--- config.mk ---
export PLATFORM = sky130hd
export DESIGN_NAME = lsu_writeback
export DESIGN_NICKNAME = d
export VERILOG_FILES = /design/src/rtl/lsu_writeback_pkg.sv /design/src/rtl/lsu_writeback_align.sv /design/src/rtl/lsu_writeback.sv
export SDC_FILE = /design/constraint.sdc
export NUM_CORES = 1
export LEC_CHECK = 0
export ABC_AREA = 1
export CORE_UTILIZATION = 29
export CTS_BUF_LIST = sky130_fd_sc_hd__clkbuf_4 sky130_fd_sc_hd__clkbuf_8
export DETAILED_ROUTE_END_ITERATION = 8
export PLACE_DENSITY_LB_ADDON = 0.15
export SYNTH_ARGS = -nofsm -noshare
export SYNTH_HDL_FRONTEND = slang
export SYNTH_SLANG_ARGS = --single-unit
--- constraint.sdc ---
create_clock -name clk -period 3.1 [get_ports clk]
set_clock_uncertainty 0.15 [all_clocks]
set_input_delay 0.62 -clock clk [delete_from_list [all_inputs] [get_ports clk]]
set_output_delay 0.62 -clock clk [all_outputs]
set_load 0.01 [all_outputs]
--- src/rtl/lsu_writeback_pkg.sv ---
// Shared definitions for the load/store writeback unit: funct3 codes, FSM state
// encodings and access-size decode helpers.
package lsu_writeback_pkg;

  localparam int XLEN = 32;

  localparam logic [2:0] F3_B  = 3'b000;
  localparam logic [2:0] F3_H  = 3'b001;
  localparam logic [2:0] F3_W  = 3'b010;
  localparam logic [2:0] F3_BU = 3'b100;
  localparam logic [2:0] F3_HU = 3'b101;

  typedef logic [1:0] lsu_state_t;

  localparam lsu_state_t S_IDLE = 2'd0;
  localparam lsu_state_t S_MEM  = 2'd1;
  localparam lsu_state_t S_WB   = 2'd2;

  typedef enum logic [1:0] {
    SZ_B = 2'd0,
    SZ_H = 2'd1,
    SZ_W = 2'd2
  } lsu_size_e;

  // Unused codes fall back to a full word; BU/HU map onto the byte/half size.
  function automatic lsu_size_e decode_size(input logic [2:0] funct3);
    lsu_size_e size;
    case (funct3)
      F3_B, F3_BU: size = SZ_B;
      F3_H, F3_HU: size = SZ_H;
      default:     size = SZ_W;
    endcase
    return size;
  endfunction

  function automatic logic is_misaligned(input lsu_size_e size, input logic [1:0] addr_lo);
    logic mis;
    case (size)
      SZ_H:    mis = addr_lo[0];
      SZ_W:    mis = (addr_lo != 2'b00);
      default: mis = 1'b0;
    endcase
    return mis;
  endfunction

endpackage

--- src/rtl/lsu_writeback_align.sv ---
// Combinational lane logic: store strobes and lane-replicated write data, plus
// load-lane extraction with sign/zero extension.
module lsu_align
  import lsu_writeback_pkg::*;
(
  input  logic [2:0]      funct3_i,
  input  logic [1:0]      addr_lo_i,
  input  logic [XLEN-1:0] st_data_i,
  input  logic [XLEN-1:0] ld_word_i,
  output logic [3:0]      wstrb_o,
  output logic [XLEN-1:0] wdata_o,
  output logic [XLEN-1:0] ld_data_o
);

  lsu_size_e size_s;
  logic      sext_s;
  logic [7:0]  byte_s;
  logic [15:0] half_s;

  assign size_s = decode_size(funct3_i);
  assign sext_s = ~funct3_i[2];

  // Store side: strobes follow the truncated lane for misaligned halves/words.
  always_comb begin
    wstrb_o = 4'b1111;
    wdata_o = st_data_i;
    case (size_s)
      SZ_B: begin
        wstrb_o = 4'b0001 << addr_lo_i;
        wdata_o = {4{st_data_i[7:0]}};
      end
      SZ_H: begin
        wstrb_o = 4'b0011 << {addr_lo_i[1], 1'b0};
        wdata_o = {2{st_data_i[15:0]}};
      end
      SZ_W: begin
        wstrb_o = 4'b1111;
        wdata_o = st_data_i;
      end
      default: begin
        wstrb_o = 4'b1111;
        wdata_o = st_data_i;
      end
    endcase
  end

  always_comb begin
    byte_s = ld_word_i[7:0];
    case (addr_lo_i)
      2'd0:    byte_s = ld_word_i[7:0];
      2'd1:    byte_s = ld_word_i[15:8];
      2'd2:    byte_s = ld_word_i[23:16];
      2'd3:    byte_s = ld_word_i[31:24];
      default: byte_s = ld_word_i[7:0];
    endcase
  end

  assign half_s = addr_lo_i[1] ? ld_word_i[31:16] : ld_word_i[15:0];

  always_comb begin
    ld_data_o = ld_word_i;
    case (size_s)
      SZ_B: begin
        if (sext_s) begin
          ld_data_o = {{24{byte_s[7]}}, byte_s};
        end else begin
          ld_data_o = {24'd0, byte_s};
        end
      end
      SZ_H: begin
        if (sext_s) begin
          ld_data_o = {{16{half_s[15]}}, half_s};
        end else begin
          ld_data_o = {16'd0, half_s};
        end
      end
      SZ_W:    ld_data_o = ld_word_i;
      default: ld_data_o = ld_word_i;
    endcase
  end

endmodule

--- src/rtl/lsu_writeback.sv ---
// Load/store unit: one request at a time, IDLE -> MEM -> WB, register-bank write
// on loads. Optional misaligned trap when MISALIGN_TRAP_EN is defined.
module lsu_writeback
  import lsu_writeback_pkg::*;
#(
  parameter int ADDR_W = 32
) (
  input  logic              clk,
  input  logic              rst_n,
  input  logic              req_valid_i,
  output logic              req_ready_o,
  input  logic              req_we_i,
  input  logic [2:0]        req_funct3_i,
  input  logic [ADDR_W-1:0] req_addr_i,
  input  logic [XLEN-1:0]   req_wdata_i,
  input  logic [4:0]        req_rd_i,
  output logic              mem_req_o,
  output logic              mem_we_o,
  output logic [ADDR_W-1:0] mem_addr_o,
  output logic [3:0]        mem_wstrb_o,
  output logic [XLEN-1:0]   mem_wdata_o,
  input  logic              mem_ack_i,
  input  logic [XLEN-1:0]   mem_rdata_i,
  output logic              rf_wr_en_o,
  output logic [4:0]        rf_rd_addr_o,
  output logic [XLEN-1:0]   rf_data_o,
  output logic              done_o,
  output logic              err_o
);

  lsu_state_t        state_q, state_d;
  logic              we_q;
  logic [2:0]        funct3_q;
  logic [ADDR_W-1:0] addr_q;
  logic [XLEN-1:0]   wdata_q;
  logic [4:0]        rd_q;
  logic [XLEN-1:0]   ldata_q;

  logic            accept_s;
  logic            trap_s;
  logic            in_mem_s;
  logic            in_wb_s;
  logic            err_wb_s;
  logic            rf_wr_s;
  logic [3:0]      al_wstrb_s;
  logic [XLEN-1:0] al_wdata_s;
  logic [XLEN-1:0] al_ld_s;

  assign accept_s = req_valid_i && (state_q == S_IDLE);
  assign in_mem_s = (state_q == S_MEM);
  assign in_wb_s  = (state_q == S_WB);

`ifdef MISALIGN_TRAP_EN
  logic err_q;

  assign trap_s = is_misaligned(decode_size(req_funct3_i), req_addr_i[1:0]);

  // Trap flag travels with the accepted request into WB.
  always_ff @(posedge clk or negedge rst_n) begin
    if (!rst_n) begin
      err_q <= 1'b0;
    end else if (accept_s) begin
      err_q <= trap_s;
    end else begin
      err_q <= err_q;
    end
  end

  assign err_wb_s = in_wb_s && err_q;
`else
  assign trap_s   = 1'b0;
  assign err_wb_s = 1'b0;
`endif

  always_comb begin
    state_d = state_q;
    case (state_q)
      S_IDLE: begin
        if (accept_s) begin
          state_d = trap_s ? S_WB : S_MEM;
        end else begin
          state_d = S_IDLE;
        end
      end
      S_MEM: begin
        if (mem_ack_i) begin
          state_d = S_WB;
        end else begin
          state_d = S_MEM;
        end
      end
      S_WB:    state_d = S_IDLE;
      default: state_d = S_IDLE;
    endcase
  end

  always_ff @(posedge clk or negedge rst_n) begin
    if (!rst_n) begin
      state_q <= S_IDLE;
    end else begin
      state_q <= state_d;
    end
  end

  always_ff @(posedge clk or negedge rst_n) begin
    if (!rst_n) begin
      we_q     <= 1'b0;
      funct3_q <= 3'd0;
      addr_q   <= '0;
      wdata_q  <= '0;
      rd_q     <= 5'd0;
    end else if (accept_s) begin
      we_q     <= req_we_i;
      funct3_q <= req_funct3_i;
      addr_q   <= req_addr_i;
      wdata_q  <= req_wdata_i;
      rd_q     <= req_rd_i;
    end else begin
      we_q     <= we_q;
      funct3_q <= funct3_q;
      addr_q   <= addr_q;
      wdata_q  <= wdata_q;
      rd_q     <= rd_q;
    end
  end

  // Load data is aligned/extended on the ack edge so WB drives it straight from a flop.
  always_ff @(posedge clk or negedge rst_n) begin
    if (!rst_n) begin
      ldata_q <= '0;
    end else if (in_mem_s && mem_ack_i) begin
      ldata_q <= al_ld_s;
    end else begin
      ldata_q <= ldata_q;
    end
  end

  lsu_align u_align (
    .funct3_i  (funct3_q),
    .addr_lo_i (addr_q[1:0]),
    .st_data_i (wdata_q),
    .ld_word_i (mem_rdata_i),
    .wstrb_o   (al_wstrb_s),
    .wdata_o   (al_wdata_s),
    .ld_data_o (al_ld_s)
  );

  assign req_ready_o = (state_q == S_IDLE);

  assign mem_req_o   = in_mem_s;
  assign mem_we_o    = in_mem_s && we_q;
  assign mem_addr_o  = in_mem_s ? {addr_q[ADDR_W-1:2], 2'b00} : '0;
  assign mem_wstrb_o = (in_mem_s && we_q) ? al_wstrb_s : 4'b0000;
  assign mem_wdata_o = (in_mem_s && we_q) ? al_wdata_s : '0;

  // x0 is never written; trapped accesses never reach the register bank.
  assign rf_wr_s      = in_wb_s && !we_q && (rd_q != 5'd0) && !err_wb_s;
  assign rf_wr_en_o   = rf_wr_s;
  assign rf_rd_addr_o = rf_wr_s ? rd_q : 5'd0;
  assign rf_data_o    = rf_wr_s ? ldata_q : '0;

  assign done_o = in_wb_s;
  assign err_o  = err_wb_s;

endmodule
Word-level counts from Yosys, hierarchy flattened
Index checks and enable logic that the tools add are counted.
{"block": "word_totals", "word_cells": 47, "regBits": 107, "inputBits": 109}
{"block": "classes", "n_eq_ne": 9, "reduce_logical": 13, "muxes": 16, "shift": 2}
{"op": "$mux W32", "n": 5}
{"op": "$pmux W32 S2", "n": 2}
{"op": "$pmux W8 S4", "n": 1}
{"op": "$mux W16", "n": 1}
{"op": "$pmux W2 S2", "n": 2}
{"op": "$pmux W4 S2", "n": 1}
{"op": "$eq A2 B1 Y1 const B", "n": 3}
{"op": "$eq A2 B2 Y1 const B", "n": 3}
{"op": "$eq A3 B3 Y1 const B", "n": 2}
{"op": "$logic_not A2 Y1", "n": 3}
{"op": "$logic_and A1 B1 Y1", "n": 5}
{"op": "$mux W5", "n": 1}
{"op": "$reduce_bool A5 Y1", "n": 1}
{"op": "$mux W4", "n": 1}
{"op": "$reduce_or A2 Y1", "n": 2}
{"op": "$shl A1 B2 Y4 const A", "n": 1}
{"op": "$shl A2 B2 Y4 const A", "n": 1}
{"op": "$eq A3 B1 Y1 const B", "n": 1}
{"op": "$logic_not A3 Y1", "n": 1}
{"op": "$mux W2", "n": 1}
{"op": "$logic_not A1 Y1", "n": 1}
{"op": "$mux W1", "n": 1}

Longest topological paths before layout
Gate-level depths: netlist of run 1.
{"block": "logic_depth", "depth_word": 6, "ltp_mapped": 9, "depth_no_buf": 8}

Cells and area by module
From an unflattened synthesis of run 1, not the netlist that was laid out.
{"block": "unflattened", "hier_cells": 918, "area_unflattened_um2": 6109.6}
{"module": "lsu_writeback", "cells_each": 690, "area_per_inst_um2": 5028.6, "seq_area_each_um2": 2677.6, "n_inst": 1}
{"module": "lsu_align", "cells_each": 228, "area_per_inst_um2": 1081.0, "seq_area_each_um2": 0.0, "n_inst": 1}

Worst setup path after synthesis of run 1
No wires, ideal clock.
{"block": "synth_path", "kind": "flip-flop to output port", "startpoint": "register state_q[0]", "endpoint": "output port rf_data_o[22]", "slack_ns": 1.092, "path_stages_with_launch": 7, "arrival_time_ns": 1.238, "n_path_buf": 1, "cell_sequence": "dfrtp_1 nor2_1 nand2_1 inv_1 nand2_2 buf_2 nor2_1"}
{"block": "synth_between", "elab_chain_len": 4}
{"item": "start, declared", "line_no": "lsu_writeback.sv:31", "text": "lsu_state_t state_q, state_d;"}
{"item": "start signal, assigned", "line_no": "lsu_writeback.sv:101", "text": "state_q <= state_d;"}
{"item": "$eq A2 B2 Y1", "line_no": "lsu_writeback.sv:51", "text": "assign in_wb_s = (state_q == S_WB);"}
{"item": "net done_o", "line_no": "lsu_writeback.sv:27", "text": "output logic done_o,"}
{"item": "$logic_and A1 B1 Y1 (2 in a row)", "line_no": "lsu_writeback.sv:157", "text": "assign rf_wr_s = in_wb_s && !we_q && (rd_q != 5'd0) && !err_wb_s;"}
{"item": "$mux W32", "line_no": "lsu_writeback.sv:160", "text": "assign rf_data_o = rf_wr_s ? ldata_q : '0;"}
{"item": "end, declared", "line_no": "lsu_writeback.sv:26", "text": "output logic [XLEN-1:0] rf_data_o,"}
The timed path passes the listed nets, and every way through them passes these cells.

Final worst setup path of run 1
{"block": "layout_path", "startpoint": "register funct3_q[1]", "endpoint": "output port mem_wdata_o[27]"}
{"block": "layout_between", "elab_chain_len": 6, "elab_cells_between_ends": 11, "classes_between": "eq/ne: 4; mux: 3; reduce/logical: 4"}
{"item": "start, declared", "line_no": "lsu_writeback.sv:33", "text": "logic [2:0] funct3_q;"}
{"item": "start signal, assigned", "line_no": "lsu_writeback.sv:114", "text": "funct3_q <= req_funct3_i;"}
{"item": "start signal, assigned", "line_no": "lsu_writeback.sv:120", "text": "funct3_q <= funct3_q;"}
{"item": "$eq A3 B1 Y1 (tied with other cells)", "line_no": "lsu_writeback_pkg.sv:28", "text": "case (funct3)"}
{"item": "$reduce_or A2 Y1", "line_no": "lsu_writeback_pkg.sv:28"}
{"item": "$pmux W2 S2 *", "line_no": "lsu_writeback_pkg.sv:28"}
{"item": "$eq A2 B1 Y1 or $logic_not A2 Y1 (tied branches)", "line_no": "lsu_writeback_align.sv:27", "text": "case (size_s)"}
{"item": "$pmux W32 S2 *", "line_no": "lsu_writeback_align.sv:27"}
{"item": "$mux W32 *", "line_no": "lsu_writeback.sv:154", "text": "assign mem_wdata_o = (in_mem_s && we_q) ? al_wdata_s : '0;"}
{"item": "end, declared", "line_no": "lsu_writeback.sv:21", "text": "output logic [XLEN-1:0] mem_wdata_o,"}
Mark *: on every way between the ends. The rest lies on a longest branch, timed or not.

==> results by group, run 1 <==
Detailed routing
  • Drt pass-1 iters: 4
  • Via-to-Cell Ratio: 4.52
  • Routed wire length per instance: 15.1 um
  • 1st-iter DRT viols: 270
  • Final WL: 18.1 mm
  • Routed Antenna Nets: 0
  • Drt drc: 0
  • Vias: approximately 5,400

Place
  • Port Buf Inserts: about 220
  • HPWL Detailed: ~13 mm
  • Placer congestion estimate: 0.818

Synthesis
  • Cells after synthesis: 733
  • FFs w/ async S/R, synth: 100%
  • Seq/Total Area, Yosys: 47.2%
  • Yosys warnings: 0
  • Post-Syn Area: 5670 um^2
  • Ys flop type: dfrtp_1
  • Count of cell types in the netlist: 30
  • Register bit count reported by yosys: 107
  • Number of synthesized flops with an enable pin: 0
  • Syn Area/Cell: between 7 and 8 um^2

Clock network
  • CTS tree: done
  • Clock latency on the worst-skew pair: 0.38 ns
  • Root Buffer: clkbuf_8
  • Num CTS Buffers: 9
  • Buffer depth of the longest clock path: 2
  • CTS Hold Bufs: 0
  • CTS Sinks: roughly 110
  • CTS H-tree depth: 3
  • Clk slew on worst S/H paths: around 0.11 ns

Setup path
  • Req. time, crit path: 2.33 ns
  • Startpoint types: flip-flop
  • Crit Path Class: reg -> out
  • Crit end category: primary output
  • Crit-path max FO: 27
  • Crit path DAT: 2.18 ns

Global route
  • Global Route Usage Sum: 18.6%
  • Initial antenna violation count: 1
  • Largest net degree at the start of global routing: between 60 and 70
  • Number of global-route vias before repair: roughly 5,300
  • Total grt overflow: 0
  • First-pass GRT wire length: 28.8 mm

Floorplan
  • Initial core utilization: 29.9%
  • Die area: 20,100 um^2
  • Die Y: 142 um
  • DIE WIDTH: roughly 140 um
  • Total core area: 19,000 um^2
  • Row count: 50
  • Io pins: 220

Timing
  • Final-report setup violation count: 0
  • Post-route setup TNS: 0 ns
  • Unrepaired setup endpoints after global routing: false
  • Worst slew pin tran: 0.745 ns
  • Min Clock Period, post-route: 2.95 ns
  • Fin. Hold Viols: 0
  • Final worst-path cycle share: 95.3%
  • Pins over their slew limit: 0
  • Max Clock Freq: 338 MHz
  • Slew headroom: approximately half

Finish
  • Layout cell share with drive strength beyond 1: 9.28%
  • Sequential Area: between 2000 and 3000 um^2
  • Final nets: 1,042
  • Synth-to-Final Area Change: 45.9%
  • Multi-input gate area: 2330 um^2
  • Ant diodes: 0
  • # fillers: 1,971

Power and ir drop
  • Total Power: 6.30 mW
  • Peak supply drop: ~0.00041 V
  • Pleak: around 4 nW
  • PD cells: between 700 and 800 nW/um^2

Status
  • Status: finished clean

Flow run
  • Max Cap Viol: 0

Hold path
  • Hold Path Class: in -> async
-- sequential cells by signal, summed over array words and instances (netlist names) --
name / count
we_q: 1
funct3_q: 3
wdata_q: 32
state_q: 2
ldata_q: 32
rd_q: 5
addr_q: 32
-- path summary, 6_finish.rpt --
path / start / to / slack (ns) / cells after the start
max: funct3_q[1]$_DFFE_PN0P_ / mem_wdata_o[27] / 0.15 / 5
min: rst_n / ldata_q[21]$_DFFE_PN0P_ / 0.06 / 1
max reg2reg: state_q[1]$_DFF_PN0_ / ldata_q[21]$_DFFE_PN0P_ / 1.05 / 10
min reg2reg: wdata_q[21]$_DFFE_PN0P_ / wdata_q[21]$_DFFE_PN0P_ / 0.37 / 1
max in group asynchronous: rst_n / ldata_q[18]$_DFFE_PN0P_ / 2.11 / 2
min in group clk: wdata_q[21]$_DFFE_PN0P_ / wdata_q[21]$_DFFE_PN0P_ / 0.37 / 1
-- critical path: stages (launching register included) --
cell             delay [ns]
dfrtp_1                0.46
inv_6                  0.22
nand2_4                0.17
o21ai_0                0.36
nor2_1                 0.10
clkdlybuf4s50_1        0.49
-- placed cells by master, fill, tap and decap left out, types with 12 or more instances in the layout --
cell / synthesis / layout
o22ai_1: 15 / 15
a21oi_1: 76 / 76
nand3_1: 33 / 33
dfrtp_1: 107 / 107
inv_1: 109 / 108
buf_4: 6 / 12
o21ai_0: 24 / 23
clkdlybuf4s50_1: 0 / 214
nand2_1: 84 / 83
mux2_2: 24 / 24
nor2_1: 175 / 175
-- per-stage QoR --
| step | setup slack [ns] | util, % | hold WS [ns] | area (um^2) | instances |
|---|---|---|---|---|---|
| after floorplan | 1.09 | - | 0.174 | 5680 | 735 |
| after global placement | 0.487 | 42.6 | 0.342 | 8080 | 1182 |
| after detailed placement | 0.470 | 42.6 | 0.349 | 8080 | 1182 |
| after CTS | 0.0167 | 43.6 | 0.0677 | 8260 | 1198 |
| after global routing | 0.0193 | 43.7 | 0.0831 | 8280 | 1198 |
| final | 0.145 | 43.7 | 0.0620 | 8280 | 1198 |
-- metal layers --
| layer | GRT usage, % | share of wire, % | vias to the layer above |
|---|---|---|---|
| met2 | 27.4 | 42 | 187 |
| li1 | - | - | 2679 |
| met3 | 5.84 | 8.9 | 14 |
| met4 | 5.43 | 1.2 | 0 |
| met5 | 0 | 0 | - |
| met1 | 26.1 | 48 | 2530 |
-- what timing repair did --
action | 4_1_cts | 5_1_grt
buffers inserted | 0 | 0
endpoints found under the setup margin | 0 | 27
gates resized for setup | 0 | 5
-- cells by family after synthesis --
family	synth area share, %
simple gates	22.5
buf+inv	12.0
compound gates	13.4
flops	47.2
mux	4.77
other cells	0.0661
-- where the power goes --
part	leakage, nW	internal [mW]	switching (mW)
sequential	1.21	2.00	0.280
combinational	2.61	1.42	1.76
clock	0.0907	0.310	0.530
total	3.91	3.72	2.57
-- cell usage after synthesis, drive strengths merged, types with 3 or more instances --
library cell | count | share of area [%]
a21boi | 7 | 1.4
clkbuf | 12 | 0.79
mux2 | 24 | 4.8
nand2 | 88 | 6.1
nor2 | 179 | 12
nand3 | 38 | 3.9
o22ai | 15 | 1.7
o211ai | 7 | 0.93
buf | 32 | 3.4
a21oi | 77 | 7.0
dfrtp | 107 | 47
nor3 | 3 | 0.26
inv | 115 | 7.7
o21ai | 24 | 2.1
-- final cells by class --
| class | instances | share of cell area (%) |
|---|---|---|
| well taps | 260 | 3.93 |
| multi-input cells | 468 | 28.2 |
| clock buffers | 10 | 1.59 |
| flip-flops and latches | 107 | 32.4 |
| repair buffers | 231 | 28.0 |
| clock inverters | 6 | 0.575 |
| inverters | 116 | 5.37 |
Power figures use the tool's default switching activity.
==> run 2: changes to the inputs <==
--- a/config.mk
+++ b/config.mk
@@ -6,9 +6,11 @@
 export NUM_CORES = 1
 export LEC_CHECK = 0
 export ABC_AREA = 1
+export CAP_MARGIN = 20
 export CORE_UTILIZATION = 29
 export CTS_BUF_LIST = sky130_fd_sc_hd__clkbuf_4 sky130_fd_sc_hd__clkbuf_8
 export DETAILED_ROUTE_END_ITERATION = 8
+export DONT_BUFFER_PORTS = 1
 export PLACE_DENSITY_LB_ADDON = 0.15
 export SYNTH_ARGS = -nofsm -noshare
 export SYNTH_HDL_FRONTEND = slang
==> run 2 against run 1 <==
  * Final area is 26% lower
  * Combinational power is 25% lower
  * Die area stayed put
  * The flow now finishes with violations (negative hold slack)
  * Sequential power hardly changed
  * Clock-buffer cell count stayed put
  * Hold slack worse by 0.29 ns
  * Final cell count is 18% lower
  * Critical path depth is 1 higher
  * First-iteration DRC count is 5.9% lower
  * Via count is 14% lower
  * Largest power group unchanged
  * Non-clock buffer count is 216 lower
  * Maximum frequency is 5.6% higher
==> results by group, run 2 (synthesis gave the netlist of run 1 again) <==
Clock network
  • Num CTS Buffers: 9 (unchanged)
  • CTS Sinks: 107 (unchanged)
  • CTS H-tree depth: 3 (unchanged)
  • CTS tree: done
  • Clk slew on worst S/H paths: 0.12 ns (about the same)
  • Root Buffer: clkbuf_8
  • Buffer depth of the longest clock path: 2 (unchanged)
  • Clock latency on the worst-skew pair: 0.39 ns (about the same)
  • Setup bufs post-CTS: 0 (unchanged)

Setup path
  • Req. time, crit path: 2.33 ns (about the same)
  • Crit end category: primary output
  • Crit path DAT: 2.03 ns (-0.15 ns)
  • Startpoint types: flip-flop
  • Crit Path Class: reg -> out
  • Crit-path max FO: 12 (-56%)

Timing
  • Min Clock Period, post-route: 2.80 ns (-0.157 ns)
  • Slew headroom: 42.2% (-8.1 points)
  • Fin. Hold Viols: 107 (+107)
  • Post-route setup TNS: 0 ns (unchanged)
  • Final worst-path cycle share: 90.3% (-5.1 points)
  • Unrepaired setup endpoints after global routing: false
  • Final worst slack: 0.302 ns (+0.157 ns)
  • Pins over their slew limit: 0 (unchanged)
  • Worst slew pin tran: 0.867 ns (+0.122 ns)
  • Final-report setup violation count: 0 (unchanged)
  • Hold WS: -0.228 ns (-0.290 ns)
  • Max Clock Freq: 357 MHz (+5.6%)

Flow run
  • Max Cap Viol: 0 (unchanged)

Place
  • Port Buf Inserts: 0 (-100%)
  • Pre-CTS setup slack: 0.503 ns (+0.0323 ns)
  • HPWL Detailed: 11.7 mm (-10%)
  • Placer congestion estimate: 0.824 (+0.75%)

Detailed routing
  • Drt pass-1 iters: 4 (unchanged)
  • Routed wire length per instance: 16.7 um (+11%)
  • 1st-iter DRT viols: 254 (-5.9%)
  • Drt drc: 0 (unchanged)
  • Via-to-Cell Ratio: 4.75 (+5.2%)
  • Vias: 4,666 (-14%)
  • Final WL: 16.4 mm (-9.1%)
  • Routed Antenna Nets: 0 (unchanged)

Status
  • Status: finished, violations left
  • Failing checks: negative hold slack

Global route
  • Met3 Use GR: 6.68% (+0.84 points)
  • Number of global-route vias before repair: 4,707 (-11%)
  • Initial antenna violation count: 0 (-1)
  • Busiest layer in global routing: met2
  • Global Route Usage Sum: 16.6% (-2.0 points)
  • Total grt overflow: 0 (unchanged)
  • First-pass GRT wire length: 25.6 mm (-11%)
  • M1 GR Usage: 20.5% (-5.5 points)
  • GR Util met2: 26.0% (-1.5 points)
  • Largest net degree at the start of global routing: 108 (+77%)

Power and ir drop
  • Pleak: 3.10 nW (-21%)
  • Total Power: 5.53 mW (-12%)
  • PD cells: 907 nW/um^2 (+19%)
  • Peak supply drop: 0.000395 V (-3.0%)

Floorplan
  • Die area: 20,100 um^2 (unchanged)
  • DIE WIDTH: 142 um (unchanged)
  • Initial core utilization: 29.9% (unchanged)
  • Row count: 50 (unchanged)
  • Total core area: 19,000 um^2 (unchanged)
  • Io pins: 220 (unchanged)
  • Die Y: 142 um (unchanged)

Finish
  • Final nets: 826 (-21%)
  • Ant diodes: 0 (unchanged)
  • # fillers: 2,040 (+3.5%)
  • Biggest regs: addr_q x32, ldata_q x32, wdata_q x32
  • Commonest cells after routing, fill and taps aside: nor2_1, inv_1, dfrtp_1
  • Fin util: 32.1% (-12 points)
  • Commonest non-fill, non-tap cell in the layout: nor2_1
  • Layout cell share with drive strength beyond 1: 11.6% (+2.4 points)
  • Synth-to-Final Area Change: 7.41%

Hold path
  • Hold Path Class: in -> async
[run 2: metal layers]
layer  share of wire (%)  routed length (um)
met1                  42                6970
met2                  45                7380
met3                  11                1770
met4                 1.9                 317
met5                   0                   0
[run 2: path summary, 6_finish.rpt]
path                       slack (ns)  cells after the start                     from                 endpoint
min                             -0.23                      0                    rst_n  ldata_q[18]$_DFFE_PN0P_
max reg2reg                      1.01                      5     state_q[0]$_DFF_PN0_         we_q$_DFFE_PN0P_
max                              0.30                      6  funct3_q[1]$_DFFE_PN0P_          mem_wdata_o[15]
max in group asynchronous        2.68                      0                    rst_n         we_q$_DFFE_PN0P_
min in group clk                 0.20                      1                mem_ack_i     state_q[0]$_DFF_PN0_
min reg2reg                      0.37                      1  wdata_q[21]$_DFFE_PN0P_  wdata_q[21]$_DFFE_PN0P_
[run 2: final cells by class]
cell class / count / area, um^2 / share of cell area [%]
Sequential cell: 107 / 2680 / 44.0
Multi-Input combinational cell: 468 / 2330 / 38.3
Inverter: 116 / 440 / 7.23
Tap cell: 260 / 325 / 5.34
Clock buffer: 10 / 131 / 2.16
Timing Repair Buffer: 15 / 125 / 2.05
Clock inverter: 6 / 57.6 / 0.945
[run 2: where the power goes]
| group | internal (mW) | switching, mW | total, mW |
|---|---|---|---|
| sequential | 2.00 | 0.273 | 2.27 |
| combinational | 0.775 | 1.62 | 2.39 |
| clock | 0.321 | 0.543 | 0.864 |
| total | 3.09 | 2.44 | 5.53 |
[run 2: critical path, cell delays in order (launching register included)]
cell and delay [ns]:
dfrtp_1 0.46, nor2_2 0.13, buf_4 0.20, clkinv_1 0.32, o22ai_1 0.29, nor3_1 0.08, buf_4 0.15
[run 2: per-stage QoR]
stage / std cells / instance area [um^2]
final: 982 / 6090
after global routing: 982 / 6090
after CTS: 982 / 6090
after detailed placement: 966 / 5900
after global placement: 966 / 5900
after floorplan: 735 / 5680
[run 2: timing repair]
item,CTS,global route
endpoints found under the hold margin,107,107
setup endpoints to repair,0,35
resized for setup,0,1
==> run 3: changes to the inputs <==
--- a/config.mk
+++ b/config.mk
@@ -7,11 +7,13 @@
 export LEC_CHECK = 0
 export ABC_AREA = 1
 export CAP_MARGIN = 20
+export CELL_PAD_IN_SITES_DETAIL_PLACEMENT = 0
+export CELL_PAD_IN_SITES_GLOBAL_PLACEMENT = 1
 export CORE_UTILIZATION = 29
 export CTS_BUF_LIST = sky130_fd_sc_hd__clkbuf_4 sky130_fd_sc_hd__clkbuf_8
 export DETAILED_ROUTE_END_ITERATION = 8
 export DONT_BUFFER_PORTS = 1
-export PLACE_DENSITY_LB_ADDON = 0.15
+export PLACE_DENSITY_LB_ADDON = 0.1
 export SYNTH_ARGS = -nofsm -noshare
 export SYNTH_HDL_FRONTEND = slang
 export SYNTH_SLANG_ARGS = --single-unit
==> constraint.sdc (replaced) <==
create_clock -name clk -period 3.1 [get_ports clk]
set_clock_uncertainty 0.15 [all_clocks]
set_input_delay 0.31 -clock clk [delete_from_list [all_inputs] [get_ports clk]]
set_output_delay 0.31 -clock clk [all_outputs]
set_load 0.01 [all_outputs]
==> run 3 against run 2 <==
  * The flow now finishes without violations
  * Die area unchanged
  * Sequential cell count unchanged
  * Critical path depth unchanged
  * Wire length increased by 5.3%
  * Clock power decreased by 0.5%
  * Sequential share of layout area decreased by 5.3 points
  * Via count increased by 7.0%
  * Worst setup slack improved by 0.11 ns
  * Critical path type unchanged
==> results by group, run 3 (synthesis gave the netlist of run 1 again) <==
Setup path
  • Crit-path max FO: 12 (unchanged)
  • Crit Path Class: reg -> out
  • Startpoint types: flip-flop
  • Req. time, crit path: 2.64 ns (+0.31 ns)
  • Crit. Startpoint: funct3_q[1]$_DFFE_PN0P_
  • Crit path DAT: 2.23 ns (+0.20 ns)
  • Crit end category: primary output
  • R2r startpoint: addr_q[1]$_DFFE_PN0P_

Timing
  • Hold WS: 0.0215 ns (+0.250 ns)
  • Worst slew pin tran: 0.912 ns (+0.0446 ns)
  • Unrepaired setup endpoints after global routing: false
  • Max Clock Freq: 372 MHz (+4.0%)
  • Final worst-path cycle share: 86.7% (-3.5 points)
  • Fin. Hold Viols: 0 (-100%)
  • Post-route setup TNS: 0 ns (unchanged)
  • Final-report setup violation count: 0 (unchanged)
  • Min Clock Period, post-route: 2.69 ns (-0.109 ns)
  • Slew headroom: 39.2% (-3.0 points)
  • Pins over their slew limit: 0 (unchanged)

Floorplan
  • Initial core utilization: 29.9% (unchanged)
  • Die Y: 142 um (unchanged)
  • Io pins: 220 (unchanged)
  • Total core area: 19,000 um^2 (unchanged)
  • Row count: 50 (unchanged)
  • Die area: 20,100 um^2 (unchanged)
  • DIE WIDTH: 142 um (unchanged)

Clock network
  • Root Buffer: clkbuf_8
  • Setup bufs post-CTS: 0 (unchanged)
  • CTS tree: done
  • CTS H-tree depth: 3 (unchanged)
  • Clk slew on worst S/H paths: 0.11 ns (about the same)
  • Num CTS Buffers: 9 (unchanged)
  • Clock latency on the worst-skew pair: 0.39 ns (about the same)
  • Buffer depth of the longest clock path: 2 (unchanged)
  • CTS Sinks: 107 (unchanged)

Finish
  • # fillers: 2,031 (-0.44%)
  • Biggest regs: addr_q x32, ldata_q x32, wdata_q x32
  • Synth-to-Final Area Change: 22.3%
  • Commonest non-fill, non-tap cell in the layout: nor2_1
  • Commonest cells after routing, fill and taps aside: nor2_1, inv_1, dfrtp_1
  • Final nets: 910 (+10%)
  • Layout cell share with drive strength beyond 1: 10.3% (-1.3 points)

Power and ir drop
  • Combinational fraction of design power: 44.3% (+1.0 points)
  • PD cells: 813 nW/um^2 (-10%)
  • Internal power: 3.14 mW (+1.7%)
  • Peak supply drop: 0.000307 V (-22%)
  • Pleak: 3.44 nW (+11%)
  • Seq pwr share: 40.5% (-0.5 points)
  • Clk pwr share: 15.3% (-0.3 points)
  • P_sw: 2.49 mW (+2.4%)
  • Switching share of total power: 44.2% (+0.18 points)

Global route
  • Global Route Usage Sum: 17.7% (+1.0 points)
  • First-pass GRT wire length: 27.3 mm (+6.7%)
  • Largest net degree at the start of global routing: 108 (unchanged)
  • Initial antenna violation count: 1 (+1)
  • Total grt overflow: 0 (unchanged)
  • Number of global-route vias before repair: 5,046 (+7.2%)

Hold path
  • Hold Path Class: in -> reg
  • Min-delay src: mem_rdata_i[23]

Detailed routing
  • Via-to-Cell Ratio: 4.67 (-1.6%)
  • 1st-iter DRT viols: 179 (-30%)
  • Vias: 4,991 (+7.0%)
  • Drt drc: 0 (unchanged)
  • Routed wire length per instance: 16.2 um (-3.2%)
  • Final WL: 17.3 mm (+5.3%)
  • Drt pass-1 iters: 5 (+1)
  • Routed Antenna Nets: 0 (unchanged)

Place
  • Port Buf Inserts: 0 (unchanged)
  • HPWL Detailed: 12.1 mm (+3.0%)
  • Placer congestion estimate: 0.800 (-2.8%)

Status
  • Status: finished clean

Flow run
  • Max Cap Viol: 0 (unchanged)
-- run 3: critical path, stage by stage, from the launching register on --
cell,delay (ns)
dfrtp_1,0.55
nor2_2,0.16
buf_4,0.20
clkinv_1,0.33
o21ai_0,0.32
a21oi_1,0.10
buf_4,0.17
-- run 3: power by group through the flow --
stage	clock network, mW	registers, mW	logic, mW
floorplan	0	2.20	1.93
finish	0.860	2.28	2.50
detailed placement	0	2.31	2.39
global placement	0	2.30	2.37
CTS	0.913	2.29	2.53
global route	0.945	2.36	2.84
-- run 3: repair_timing --
action,in CTS,in global routing
gates resized for setup,0,0
hold endpoints to repair,190,0
hold buffers,86,0
-- run 3: path summary, 6_finish.rpt --
| path | to | cells past startpoint | slack, ns |
|---|---|---|---|
| hold / removal | ldata_q[23]$_DFFE_PN0P_ | 4 | 0.02 |
| min in group asynchronous | funct3_q[2]$_DFFE_PN0P_ | 2 | 0.42 |
| setup reg to reg | ldata_q[6]$_DFFE_PN0P_ | 7 | 0.80 |
| setup / recovery | mem_wstrb_o[3] | 6 | 0.41 |
| hold reg to reg | addr_q[12]$_DFFE_PN0P_ | 2 | 0.37 |
| max in group asynchronous | ldata_q[27]$_DFFE_PN0P_ | 2 | 1.91 |
-- run 3: through the flow --
stage	util, %	power (mW)	instance area, um^2	setup WS, ns	instances
3_3_place_gp	31.0	4.67	5870	0.883	964
3_5_place_dp	31.0	4.70	5870	0.840	964
4_1_cts	36.5	5.73	6930	0.379	1066
5_1_grt	36.6	6.14	6930	0.242	1067
6_report	36.6	5.64	6930	0.411	1068
2_1_floorplan	-	4.13	5680	1.40	735
-- run 3: layout make-up --
cell class	instances	area [um^2]	area share (%)
Clock buffer	10	131	1.89
Clock inverter	6	48.8	0.704
Tap cell	260	325	4.69
Timing Repair Buffer	99	976	14.1
Antenna cell	2	5.00	0.0722
Multi-Input combinational cell	468	2330	33.6
Sequential cell	107	2680	38.6
Inverter	116	440	6.35
-- run 3: layer usage --
layer	up-vias	GRT usage [%]	routed length (um)
met5	-	0	0
met4	0	5.21	234
met3	13	5.87	1470
met2	185	28.4	7970
met1	2381	22.4	7640
li1	2412	-	-
